==> config.mk <==
export PLATFORM = sky130hd
export DESIGN_NAME = fetch_if_stage
export DESIGN_NICKNAME = d
export VERILOG_FILES = /design/src/rtl/fetch_if_stage.sv
export SDC_FILE = /design/constraint.sdc
export NUM_CORES = 1
export LEC_CHECK = 0
export BUFFER_PORTS_ARGS = -buffer_cell sky130_fd_sc_hd__buf_2
export CORE_MARGIN = 10
export CORE_UTILIZATION = 55
export CTS_CLUSTER_SIZE = 8
export DETAILED_ROUTE_END_ITERATION = 12
export MAX_ROUTING_LAYER = met4
export PLACE_DENSITY = 0.8
export SLEW_MARGIN = 15
export SYNTH_ARGS = -nofsm -noshare
export SYNTH_HDL_FRONTEND = slang
export SYNTH_SLANG_ARGS = --single-unit
==> constraint.sdc <==
create_clock -name clk -period 6.15 [get_ports clk]
set_input_delay 1.845 -clock clk [delete_from_list [all_inputs] [get_ports clk]]
set_output_delay 1.845 -clock clk [all_outputs]
set_load 0.01 [all_outputs]
==> src/rtl/fetch_if_stage.sv <==
// Instruction-fetch stage and IF/ID pipeline register with credit-limited, in-order fetch buffering.
// Optional decode-starvation counter enabled by defining FETCH_PERF_CNT_EN.
module fetch_if_stage #(
  parameter logic [31:0] RESET_PC = 32'h0000_0000,
  parameter int unsigned DEPTH    = 2
) (
  input  logic        clk,
  input  logic        rst,
  input  logic        PCSrcE,
  input  logic [31:0] PCTargetE,
  input  logic        StallD,
  input  logic        FlushD,
  output logic        imem_req_valid,
  input  logic        imem_req_ready,
  output logic [31:0] imem_addr,
  input  logic        imem_rsp_valid,
  input  logic [31:0] imem_rsp_data,
  output logic [31:0] InstrD,
  output logic [31:0] PCD,
  output logic [31:0] PCPlus4D,
  output logic        ValidD,
  output logic [31:0] perf_stall_cnt
);

  localparam int unsigned AW      = $clog2(DEPTH);
  localparam logic [AW:0] DEPTH_C = (AW+1)'(DEPTH);
  localparam logic [AW:0] PTR_ONE = {{AW{1'b0}}, 1'b1};
  localparam logic [31:0] NOP     = 32'h0000_0013;

  logic [31:0] PCF;
  // One ring holds both in-flight PCs and answered entries:
  // [rdPtr, rspPtr) are buffered, [rspPtr, wrPtr) await their response.
  logic [AW:0] wrPtr, rspPtr, rdPtr;
  logic [AW:0] dropCnt;
  logic [31:0] pcMem    [DEPTH];
  logic [31:0] instrMem [DEPTH];

  logic [AW:0] inFlight, buffered, occupancy, dropNext;
  logic        reqFire, rspPush, rspDiscard, bufNonEmpty, pop;
  logic [31:0] headPc, headInstr;
  logic        unusedTgtLsb;

  assign unusedTgtLsb = ^PCTargetE[1:0];
  assign imem_addr    = PCF;

  always_comb begin
    inFlight       = wrPtr - rspPtr;
    buffered       = rspPtr - rdPtr;
    occupancy      = inFlight + buffered + dropCnt;
    bufNonEmpty    = (buffered != '0);
    imem_req_valid = !rst && !PCSrcE && (occupancy < DEPTH_C);
    reqFire        = imem_req_valid && imem_req_ready;
    rspDiscard     = imem_rsp_valid && (PCSrcE || (dropCnt != '0));
    rspPush        = imem_rsp_valid && !rspDiscard && (inFlight != '0);
    pop            = !FlushD && !StallD && bufNonEmpty;
    headPc         = pcMem[rdPtr[AW-1:0]];
    headInstr      = instrMem[rdPtr[AW-1:0]];
    // Stale responses still owed by memory after a redirect; one arriving now is consumed.
    dropNext       = dropCnt + inFlight;
    if (imem_rsp_valid && (dropNext != '0)) begin
      dropNext = dropNext - PTR_ONE;
    end
  end

  always_ff @(posedge clk or posedge rst) begin
    if (rst) begin
      PCF     <= RESET_PC;
      wrPtr   <= '0;
      rspPtr  <= '0;
      rdPtr   <= '0;
      dropCnt <= '0;
    end else if (PCSrcE) begin
      PCF     <= {PCTargetE[31:2], 2'b00};
      wrPtr   <= '0;
      rspPtr  <= '0;
      rdPtr   <= '0;
      dropCnt <= dropNext;
    end else begin
      if (reqFire) begin
        PCF   <= PCF + 32'd4;
        wrPtr <= wrPtr + PTR_ONE;
      end
      if (rspPush) begin
        rspPtr <= rspPtr + PTR_ONE;
      end else if (rspDiscard) begin
        dropCnt <= dropCnt - PTR_ONE;
      end
      if (pop) begin
        rdPtr <= rdPtr + PTR_ONE;
      end
    end
  end

  always_ff @(posedge clk) begin
    if (reqFire) begin
      pcMem[wrPtr[AW-1:0]] <= PCF;
    end
    if (rspPush) begin
      instrMem[rspPtr[AW-1:0]] <= imem_rsp_data;
    end
  end

  always_ff @(posedge clk or posedge rst) begin
    if (rst) begin
      ValidD   <= 1'b0;
      InstrD   <= NOP;
      PCD      <= '0;
      PCPlus4D <= '0;
    end else if (FlushD || (!StallD && !bufNonEmpty)) begin
      ValidD   <= 1'b0;
      InstrD   <= NOP;
      PCD      <= '0;
      PCPlus4D <= '0;
    end else if (!StallD) begin
      ValidD   <= 1'b1;
      InstrD   <= headInstr;
      PCD      <= headPc;
      PCPlus4D <= headPc + 32'd4;
    end
  end

`ifdef FETCH_PERF_CNT_EN
  logic [31:0] stallCnt;

  always_ff @(posedge clk or posedge rst) begin
    if (rst) begin
      stallCnt <= '0;
    end else if (!StallD && !FlushD && !bufNonEmpty && (stallCnt != '1)) begin
      stallCnt <= stallCnt + 32'd1;
    end
  end

  assign perf_stall_cnt = stallCnt;
`else
  assign perf_stall_cnt = '0;
`endif

endmodule

==> metrics <==
Num CTS Buffers 37; worst rel slew slack 0.416; Seq/Total Area, Yosys 0.632; clock sinks between 200 and 300; CTS Root Cell clkbuf_16; critical path class reg -> out; DR DRC count 0; IO buf count about 190; I/O pin cnt approximately 230; MaxCap Viol Count 0; worst reg2reg startpoint rdPtr[0]$_DFFE_PP0P_; final setup violation count 0; Longest Clk Path Bufs 3; Tightest Hold Check Type reg -> reg; Critical Path End Type output port; setup TNS 0 ns; Area growth syn-to-layout 19.2%; Vias 7619; Slew Limit Fails 0; count leader, synth nand2_1; Nets about 1200; Resize count post-CTS 0; Hold Buf Count CTS 0; number of DRC markers in iteration 0 between 500 and 600; PwrDens ~310 nW/um2; Synth cell types 63; WHS Path Cells 2; asr flop ratio synth 0.514; Tot GR Track Use 0.203; Fmax 220 MHz; Ys Warns 0; hold_sp InstrD[31]$_DFFE_PP0P_; largest net degree at the start of global routing a little under 80; mean post-synth cell area around 12 um2; routed len/inst around 19 um; first-pass GRT wire length between 40 and 50 mm; drt pass-1 iters 4; core region area roughly 20000 um2; outcome complete, no violations; Leakage Power roughly 0.0055 uW; clk_lat worst skew about 0.51 ns; area of the die ~26000 um2; FF+latch count, synth approximately 260; post-route ant nets 0; cell-by-cell trace of the critical path ha_1, xnor3_1, nand3_1, nand2_1, xnor2_1, nor3_1, buf_2; crit path launch type flip-flop; layout cells sized above 1 0.233; grt ovf 0; CTS tree done; Crit-path slowest cell dfrtp_4; hpwl dp ~18 mm; Clock Pin Slew Worst Setup and Hold Paths approximately 0.05 ns; routed vias/inst 5.42; setup bufs post-CTS 0; Fin. Hold Viols 0; clock skew ~0.012 ns; peak supply drop ~0.00017 V; critical path arrival between 2 and 3 ns; worst flop-to-flop path endpoint PCPlus4D[30]$_DFFE_PP0P_; CTS H-tree depth 2; number of global-route vias before repair between 7000 and 8000; Diodes inserted 0; slowest stage delay, CP about 0.85 ns; Die Width ~160 um; initial antenna violation count 0; Initial Util 0.564; crit share post-route 0.738; die height about 160 um; WL final roughly 26 mm; synthesized cell area ~11000 um2; RSZ-0062 raised after global routing false; Critical Path RT approximately 4.3 ns; top_reg_cell synth dfrtp_1; synth top area cells edfxtp_1, dfrtp_1, mux2i_1; cells after synthesis between 900 and 1000; row cnt slightly above 50; synth cell count leaders nand2_1, dfrtp_1, edfxtp_1; Final Critical Period between 4 and 5 ns; Worst Tran Pin Value just under 0.9 ns; Post-synth EDFFs between 100 and 150; largest area contributor in the netlist edfxtp_1; Routability Congestion between 0.8 and 0.9; Hold WS 0.466 ns; R2R Setup Slk about 2.1 ns; Synth top area share 0.336; CP Max Fanout 36; Top Family by Delay on Critical Path flip-flops; WHS Endpoint InstrD[31]$_DFFE_PP0P_; Worst Reg2Reg Path Length in Cells 10; Buf/Inv on CP 1
-- where the power goes --
group | total, uW | switching, uW | internal [uW]
Combinational | 375 | 227 | 147
Clock | 1820 | 697 | 1120
Sequential | 1940 | 77.2 | 1870
Total | 4140 | 1000 | 3140
-- logic make-up after synthesis --
logic type               share of synthesized area
AO/OA/AOI/OAI                               0.0950
XOR/XNOR                                    0.0493
adder cells (fa/ha/maj)                    0.00790
buffers and inverters                       0.0496
flip-flops                                   0.632
multiplexers                                0.0572
other                                     0.000338
AND/OR/NAND/NOR                              0.109
-- cell type report --
cell class	instances	area, um2
Timing Repair Buffer	204	1050
Inverter	23	90.1
Tap cell	265	332
Sequential cell	255	7010
Clock buffer	61	1020
Multi-Input combinational cell	596	3680
Fill cell	1495	6440
Clock inverter	3	37.5
-- placed cells by master (no fill, tap or decap), drive strengths merged, types with 4 or more instances in the layout --
| cell | synthesis | layout |
|---|---|---|
| a2111oi | 4 | 4 |
| a211o | 4 | 4 |
| a211oi | 10 | 10 |
| a21oi | 18 | 18 |
| a22oi | 4 | 4 |
| a32o | 4 | 4 |
| and2 | 7 | 7 |
| buf | 49 | 204 |
| clkbuf | 30 | 61 |
| conb | 1 | 38 |
| dfrtp | 128 | 128 |
| edfxtp | 124 | 124 |
| ha | 7 | 7 |
| inv | 22 | 24 |
| mux2i | 60 | 60 |
| nand2 | 130 | 130 |
| nand2b | 5 | 5 |
| nand3 | 28 | 28 |
| nand3b | 10 | 10 |
| nand4 | 12 | 12 |
| nor2 | 25 | 25 |
| nor2b | 4 | 4 |
| nor3 | 7 | 7 |
| nor4 | 10 | 10 |
| o21ai | 112 | 112 |
| or3 | 5 | 5 |
| xnor2 | 37 | 37 |
| xor2 | 18 | 18 |
-- state kept, by name, indices dropped and copies added (netlist names) --
signal	count
rdPtr	2
imem_addr	30
PCPlus4D	30
PCD	30
pcMem	60
InstrD	32
rspPtr	2
instrMem	64
dropCnt	2
ValidD	1
wrPtr	2
-- per-layer routing --
| metal | track usage | up-vias | part of all wire |
|---|---|---|---|
| met5 | - | - | 0 |
| li1 | - | 3600 | - |
| met3 | 0.0422 | 35 | 0.067 |
| met1 | 0.262 | 3685 | 0.43 |
| met4 | 0.0554 | 0 | 0.016 |
| met2 | 0.320 | 299 | 0.48 |
-- worst max-delay path by stage --
stage	from	endpoint	slack (ns)	cells past startpoint
2_1_floorplan	rst	pcMem[0][10]$_DFFE_PP_	0.27	6
3_5_place_dp	rst	pcMem[1][11]$_DFFE_PP_	1.40	7
3_3_place_gp	rst	pcMem[0][11]$_DFFE_PP_	1.51	7
6_report	rdPtr[0]$_DFFE_PP0P_	imem_req_valid	1.61	7
4_1_cts	rdPtr[0]$_DFFE_PP0P_	imem_req_valid	1.57	7
5_1_grt	rdPtr[0]$_DFFE_PP0P_	imem_req_valid	1.43	7
-- per-stage QoR --
stage               cell area, um2  power, uW   util  cells  worst slack (ns)
CTS                          13200       4170  0.673   1407              1.57
global placement             12200       2330  0.619   1343              1.51
global route                 13200       4310  0.673   1407              1.43
floorplan                    11200       2220      -    953             0.272
detailed placement           12200       2350  0.619   1343              1.40
finish                       13200       4140  0.673   1407              1.61
-- worst reg2reg max path: stages, from the launching register on --
cell and delay (ns):
dfrtp_4 0.85, buf_4 0.67, mux2i_1 0.34, inv_1 0.12
ha_1 0.14, inv_1 0.08, a211oi_1 0.58, nand4bb_1 0.42
nor4_1 0.46, xor2_1 0.17, o21ai_0 0.08
No activity file was read; power rests on OpenSTA's default activity.
